`src/rtl/uart_pkg.sv`:
```
// Shared state encoding and constants for the UART receive path.
package uart_pkg;

  localparam int DEF_DATA_BITS = 8;
  localparam int DEF_DIV_W     = 16;
  localparam int MIN_DIV       = 3;

  typedef enum logic [2:0] {
    IDLE,
    START,
    DATA,
    PARITY,
    STOP
  } rx_state_e;

  function automatic int idx_width(input int n);
    return (n > 1) ? $clog2(n) : 1;
  endfunction

endpackage

```
`src/rtl/uart_bit_timer.sv`:
```
// Bit-period timer: latches the clamped baud divisor at frame start and
// counts clocks within the current bit, flagging the half and full points.
module uart_bit_timer
  import uart_pkg::*;
#(
  parameter int DIV_W = DEF_DIV_W
) (
  input  logic             clock,
  input  logic             reset,
  input  logic             load,
  input  logic             clear,
  input  logic [DIV_W-1:0] baud_div,
  output logic             half_hit,
  output logic             full_hit
);

  logic [DIV_W-1:0] div_q;
  logic [DIV_W-1:0] cnt;
  logic [DIV_W-1:0] div_min;

  // Very short bit periods would leave no room for a half-bit start check.
  assign div_min = (baud_div < DIV_W'(MIN_DIV)) ? DIV_W'(MIN_DIV) : baud_div;

  always_ff @(posedge clock or negedge reset) begin
    if (!reset) begin
      div_q <= DIV_W'(MIN_DIV);
    end else if (load) begin
      div_q <= div_min;
    end
  end

  always_ff @(posedge clock or negedge reset) begin
    if (!reset) begin
      cnt <= '0;
    end else if (clear) begin
      cnt <= '0;
    end else begin
      cnt <= cnt + 1'b1;
    end
  end

  assign half_hit = (cnt == (div_q >> 1));
  assign full_hit = (cnt == div_q);

endmodule

```
`src/rtl/uart_rx_ctrl.sv`:
```
// UART receive controller: start detection, mid-bit sampling, optional parity,
// stop check and a single-entry holding register with valid/ready handoff.
//
// state  | meaning
// IDLE   | line idle, waiting for a low level while enabled
// START  | confirming the start bit at its midpoint
// DATA   | sampling data bits LSB first at each bit midpoint
// PARITY | sampling the parity bit
// STOP   | sampling the stop bit, then committing the frame
module uart_rx_ctrl
  import uart_pkg::*;
#(
  parameter int DATA_BITS = DEF_DATA_BITS,
  parameter int DIV_W     = DEF_DIV_W
) (
  input  logic                 clock,
  input  logic                 reset,
  input  logic                 rx_en,
  input  logic [DIV_W-1:0]     baud_div,
  input  logic                 parity_en,
  input  logic                 parity_odd,
  input  logic                 rx_in,
  output logic [DATA_BITS-1:0] rx_data,
  output logic                 rx_valid,
  input  logic                 rx_ready,
  output logic                 frame_err,
  output logic                 parity_err,
  output logic                 overrun,
  output logic                 busy
);

  localparam int IDX_W = idx_width(DATA_BITS);

  rx_state_e state_q;
  rx_state_e state_nx;

  logic                 rx_meta;
  logic                 rx_s;
  logic [DATA_BITS-1:0] shreg;
  logic [IDX_W-1:0]     bit_idx;
  logic                 perr;
  logic                 last_bit;
  logic                 hold_free;

  logic timer_load;
  logic timer_clear;
  logic half_hit;
  logic full_hit;
  logic start_data;
  logic shift_en;
  logic parity_smp;
  logic commit;

  // rx_in is asynchronous to clock; idle level is high.
  always_ff @(posedge clock or negedge reset) begin
    if (!reset) begin
      rx_meta <= 1'b1;
      rx_s    <= 1'b1;
    end else begin
      rx_meta <= rx_in;
      rx_s    <= rx_meta;
    end
  end

  uart_bit_timer #(
    .DIV_W(DIV_W)
  ) u_bit_timer (
    .clock    (clock),
    .reset    (reset),
    .load     (timer_load),
    .clear    (timer_clear),
    .baud_div (baud_div),
    .half_hit (half_hit),
    .full_hit (full_hit)
  );

  assign last_bit = (bit_idx == IDX_W'(DATA_BITS - 1));

  always_ff @(posedge clock or negedge reset) begin
    if (!reset) begin
      state_q <= IDLE;
    end else begin
      state_q <= state_nx;
    end
  end

  always_comb begin
    state_nx    = state_q;
    timer_load  = 1'b0;
    timer_clear = 1'b0;
    start_data  = 1'b0;
    shift_en    = 1'b0;
    parity_smp  = 1'b0;
    commit      = 1'b0;
    if (state_q != IDLE && !rx_en) begin
      state_nx    = IDLE;
      timer_clear = 1'b1;
    end else begin
      case (state_q)
        IDLE: begin
          timer_clear = 1'b1;
          if (rx_en && !rx_s) begin
            state_nx   = START;
            timer_load = 1'b1;
          end
        end
        START: begin
          if (half_hit) begin
            timer_clear = 1'b1;
            if (rx_s) begin
              state_nx = IDLE;
            end else begin
              state_nx   = DATA;
              start_data = 1'b1;
            end
          end
        end
        DATA: begin
          if (full_hit) begin
            timer_clear = 1'b1;
            shift_en    = 1'b1;
            if (last_bit) begin
              state_nx = parity_en ? PARITY : STOP;
            end
          end
        end
        PARITY: begin
          if (full_hit) begin
            timer_clear = 1'b1;
            parity_smp  = 1'b1;
            state_nx    = STOP;
          end
        end
        STOP: begin
          // Leaving at mid stop bit lets the next start edge be caught.
          if (full_hit) begin
            timer_clear = 1'b1;
            commit      = 1'b1;
            state_nx    = IDLE;
          end
        end
        default: begin
          state_nx    = IDLE;
          timer_clear = 1'b1;
        end
      endcase
    end
  end

  always_ff @(posedge clock or negedge reset) begin
    if (!reset) begin
      shreg   <= '0;
      bit_idx <= '0;
      perr    <= 1'b0;
    end else begin
      if (start_data) begin
        bit_idx <= '0;
        perr    <= 1'b0;
      end
      if (shift_en) begin
        shreg <= {rx_s, shreg[DATA_BITS-1:1]};
        if (!last_bit) begin
          bit_idx <= bit_idx + 1'b1;
        end
      end
      if (parity_smp) begin
        perr <= rx_s ^ (^shreg) ^ parity_odd;
      end
    end
  end

  assign hold_free = !rx_valid || rx_ready;

  always_ff @(posedge clock or negedge reset) begin
    if (!reset) begin
      rx_data    <= '0;
      rx_valid   <= 1'b0;
      frame_err  <= 1'b0;
      parity_err <= 1'b0;
      overrun    <= 1'b0;
    end else begin
      overrun <= commit && !hold_free;
      if (commit && hold_free) begin
        rx_data    <= shreg;
        rx_valid   <= 1'b1;
        frame_err  <= ~rx_s;
        parity_err <= perr;
      end else if (rx_valid && rx_ready) begin
        rx_valid <= 1'b0;
      end
    end
  end

  assign busy = (state_q != IDLE);

endmodule

```
`config.mk`:
```
export PLATFORM = sky130hd
export DESIGN_NAME = uart_rx_ctrl
export DESIGN_NICKNAME = d
export VERILOG_FILES = /design/src/rtl/uart_pkg.sv /design/src/rtl/uart_bit_timer.sv /design/src/rtl/uart_rx_ctrl.sv
export SDC_FILE = /design/constraint.sdc
export NUM_CORES = 1
export LEC_CHECK = 0
export ABC_AREA = 1
export BUFFER_PORTS_ARGS = -buffer_cell sky130_fd_sc_hd__clkbuf_2
export CORE_UTILIZATION = 35
export DETAILED_ROUTE_END_ITERATION = 10
export SLEW_MARGIN = 20
export SYNTH_ARGS = -nofsm -noshare
export SYNTH_HDL_FRONTEND = slang
export SYNTH_SLANG_ARGS = --single-unit
```
`constraint.sdc`:
```
create_clock -name clock -period 2.3 [get_ports clock]
set_clock_uncertainty 0.05 [all_clocks]
set_input_delay 0.115 -clock clock [delete_from_list [all_inputs] [get_ports clock]]
set_output_delay 0.115 -clock clock [all_outputs]
set_load 0.1 [all_outputs]
```
==> results.py <==
metrics = {
    "power_and_ir_drop": {
        "leakage_nw": 2.08,
        "p_per_area_mw_per_mm2": 929,
        "swShare_pct": 36.3,
        "internal-power_mw": 2.45,
        "pwr-share-comb_pct": 30.9,
        "finalPower_mw": 3.84,
        "peakVddDrop_uv": 416,
        "pwr-share-seq_pct": 37.4,
        "power_switching_mw": 1.40,
        "clkPwrFrac_pct": 31.8,
    },
    "hold_path": {
        "hold_depth": 3,
        "hold_path.class": "input pin to flip-flop",
    },
    "outcome": {
        "status": "completed",
    },
    "global_route": {
        "grt_first_pass_wirelength_um": 12900,
        "antenna_found_initial": 0,
        "grt_start_max_net_pins": 40,
        "grt_pass1_vias": 2907,
        "grt_overflow": 0,
        "grt_usage_pct": 16.5,
    },
    "timing": {
        "tns_ps": 0,
        "rsz0062_at_grt": "no",
        "slew_violations": 0,
        "fmax_mhz": 516,
        "finalHoldViolations": 0,
        "worst_pin_slew_ps": 606,
        "fin_ws_ps": 363,
        "fin_crit_sh_pct": 84.2,
        "holdWs_ps": 34.2,
        "setup_viol": 0,
        "fin_crit_ps": 1940,
        "slew_headroom_pct": 59.6,
    },
    "critical_path": {
        "ff2ff_setup_slack_ps": 360,
        "cp.depth": 12,
        "cp_max_fo": 20,
        "critPathMostFrequentCell": "nand2_1",
        "r2r-start": "u_bit_timer.div_q[1]",
        "crit_path_cell_trace": "inv_1, nand2_1, nand2_1, nor2_1, nand2_1, nor2_2, nand2_2, nor2_8, nand3_2, buf_4, nand2_2, o21ai_2",
        "cp-endpoint": "rx_data[1]",
        "path_buf_inv": 2,
        "rr_worst_depth": 12,
        "critical_path.slowest_cell": "dfstp_2",
        "startpoint_type": "flip-flop",
        "max_stage_delay_ps": 560,
        "cp-end-kind": "flip-flop",
        "worstPathRequired_ps": 2490,
        "path_class": "flip-flop to flip-flop",
        "cp.arrival_ps": 2120,
        "r2r-end": "rx_data[1]",
        "setup.worst_path.start": "u_bit_timer.div_q[1]",
        "critPathTopFamily": "simple AND/OR/NAND/NOR gates",
    },
    "layout": {
        "final_nets": 530,
        "nFillCells": 961,
        "antennaDiodeCount": 0,
        "regArea_mm2": 0.00153,
        "drive_above_1_share_pct": 19.1,
        "finalNonFillerCells": 638,
        "mostFrequentLayoutCells": "nand2_1 (146), inv_1 (58), dfrtp_1 (57)",
        "final_common_cell": "nand2_1",
        "multi_input_area_mm2": 0.00156,
        "final_area_mm2": 0.00414,
        "area_growth_pct": 22.2,
        "final_util_pct": 44.6,
    },
    "clocking": {
        "clock_sinks": 61,
        "clockBufferDepth": 2,
        "clk_latency_ps": 350,
        "cts_buffers": 9,
        "cts_tree": "done",
        "htreeDepth": 3,
        "clkTransAtPathRegs_ps": 70,
        "root_buffer": "clkbuf_8",
    },
    "detailed_routing": {
        "wl_per_cell_um": 11.6,
        "wl_um": 7430,
        "drc": 0,
        "dr.first_iter.drc_count": 91,
        "ant_nets": 0,
        "first_pass_iters": 5,
        "dr_total_vias": 2895,
        "viasPerCell": 4.54,
    },
    "yosys": {
        "ys_ff_latch": 61,
        "synth_nets": 471,
        "synthCells": 445,
        "yosys_warnings": 0,
        "synthDistinctLibCells": 29,
        "seq_area_frac_synth_pct": 45.2,
        "synth_area_leaders": "dfrtp_1 (42%), nand2_1 (16%), inv_1 (6.4%)",
        "syn_area_mm2": 0.00339,
        "yosysTopAreaCell": "dfrtp_1",
        "synth_top_area_share_pct": 42.1,
        "avgSynthCellArea_um2": 7.61,
    },
    "run": {
        "maxCapViolCount": 0,
    },
    "floorplanning": {
        "row_count": 35,
        "core_mm2": 0.00928,
        "fp.dieH_um": 100,
        "ios": 36,
        "start_util_pct": 36.5,
        "die_w_um": 100,
        "dieArea_mm2": 0.0101,
    },
    "placed_design": {
        "pre_cts_slack_ps": 355,
        "place.gp.congestion": 0.815,
        "dpl-instance-area_mm2": 0.00372,
        "dp.final_hpwl_um": 5340,
        "port_buffers": 35,
        "dp_cells": 606,
    },
}
==> state kept, by name (all words and copies together), names as in the netlist <==
| name | flops |
|---|---|
| bit_idx | 3 |
| frame_err | 1 |
| overrun | 1 |
| parity_err | 1 |
| perr | 1 |
| rx_data | 8 |
| rx_meta | 1 |
| rx_s | 1 |
| rx_valid | 1 |
| shreg | 8 |
| state_q | 3 |
| u_bit_timer.cnt | 16 |
| u_bit_timer.div_q | 16 |
==> power by group through the flow <==
stage	Sequential [mW]	Combinational [mW]	Clock [mW]
final	1.44	1.19	1.22
after global routing	1.47	1.37	1.30
after CTS	1.44	1.20	1.26
after detailed placement	1.46	1.17	0
after global placement	1.44	1.16	0
after floorplan	1.41	0.896	0
==> worst min path at each step <==
stage                       from                    end  slack [ps]
detailed placement         reset             rx_data[3]         110
floorplan                  reset             bit_idx[0]        -230
global placement           reset             rx_data[3]         100
finish              baud_div[14]  u_bit_timer.div_q[14]          30
global route        baud_div[14]  u_bit_timer.div_q[14]          30
CTS                 baud_div[14]  u_bit_timer.div_q[14]           6
==> cells by family after synthesis <==
family	synth area share (%)
flip-flops	45.2
XOR/XNOR	5.95
AO/OA/AOI/OAI	10.3
buffers and inverters	8.76
AND/OR/NAND/NOR	28.6
adder cells (fa/ha/maj)	1.11
==> area by class of cell <==
class,instances,area share [%]
multi-input combinational,312,37.8
sequential,61,37.0
timing repair buffer,56,9.31
inverter,64,5.80
tap,129,3.90
clock buffer,11,3.66
clock inverter,5,2.57
==> cell usage after synthesis <==
cell and count:
a21boi_0 1, a21oi_1 16, a31oi_1 2, and3_1 2
and3b_1 1, buf_2 3, buf_6 3, clkbuf_1 2
dfrtp_1 57, dfstp_2 4, ha_1 3, inv_1 58
inv_2 6, nand2_1 146, nand2_2 11, nand2_4 1
nand3_1 17, nand3_2 1, nand4_1 3, nor2_1 34
nor2_2 3, nor2_8 1, nor3_1 3, nor4_1 4
o21ai_0 22, o21ai_1 5, o21ai_2 13, xnor2_1 5
xor2_1 18
==> repair_timing <==
action	in CTS	in global routing
buffers inserted	0	0
hold buffers	16	0
endpoints found under the hold margin	35	0
resized for setup	0	0
==> routing by layer <==
metal,wire length (um),up-vias,GRT usage (%)
met2,3600,59,28.7
met3,286,9,5.01
li1,-,1498,-
met4,80,0,4.46
met1,3470,1329,19.8
met5,0,-,0
==> worst min-delay path, stage by stage <==
cell	delay [ps]
clkbuf_2	100
nand2_1	90
o21ai_0	80
No activity file was read; power rests on OpenSTA's default activity.
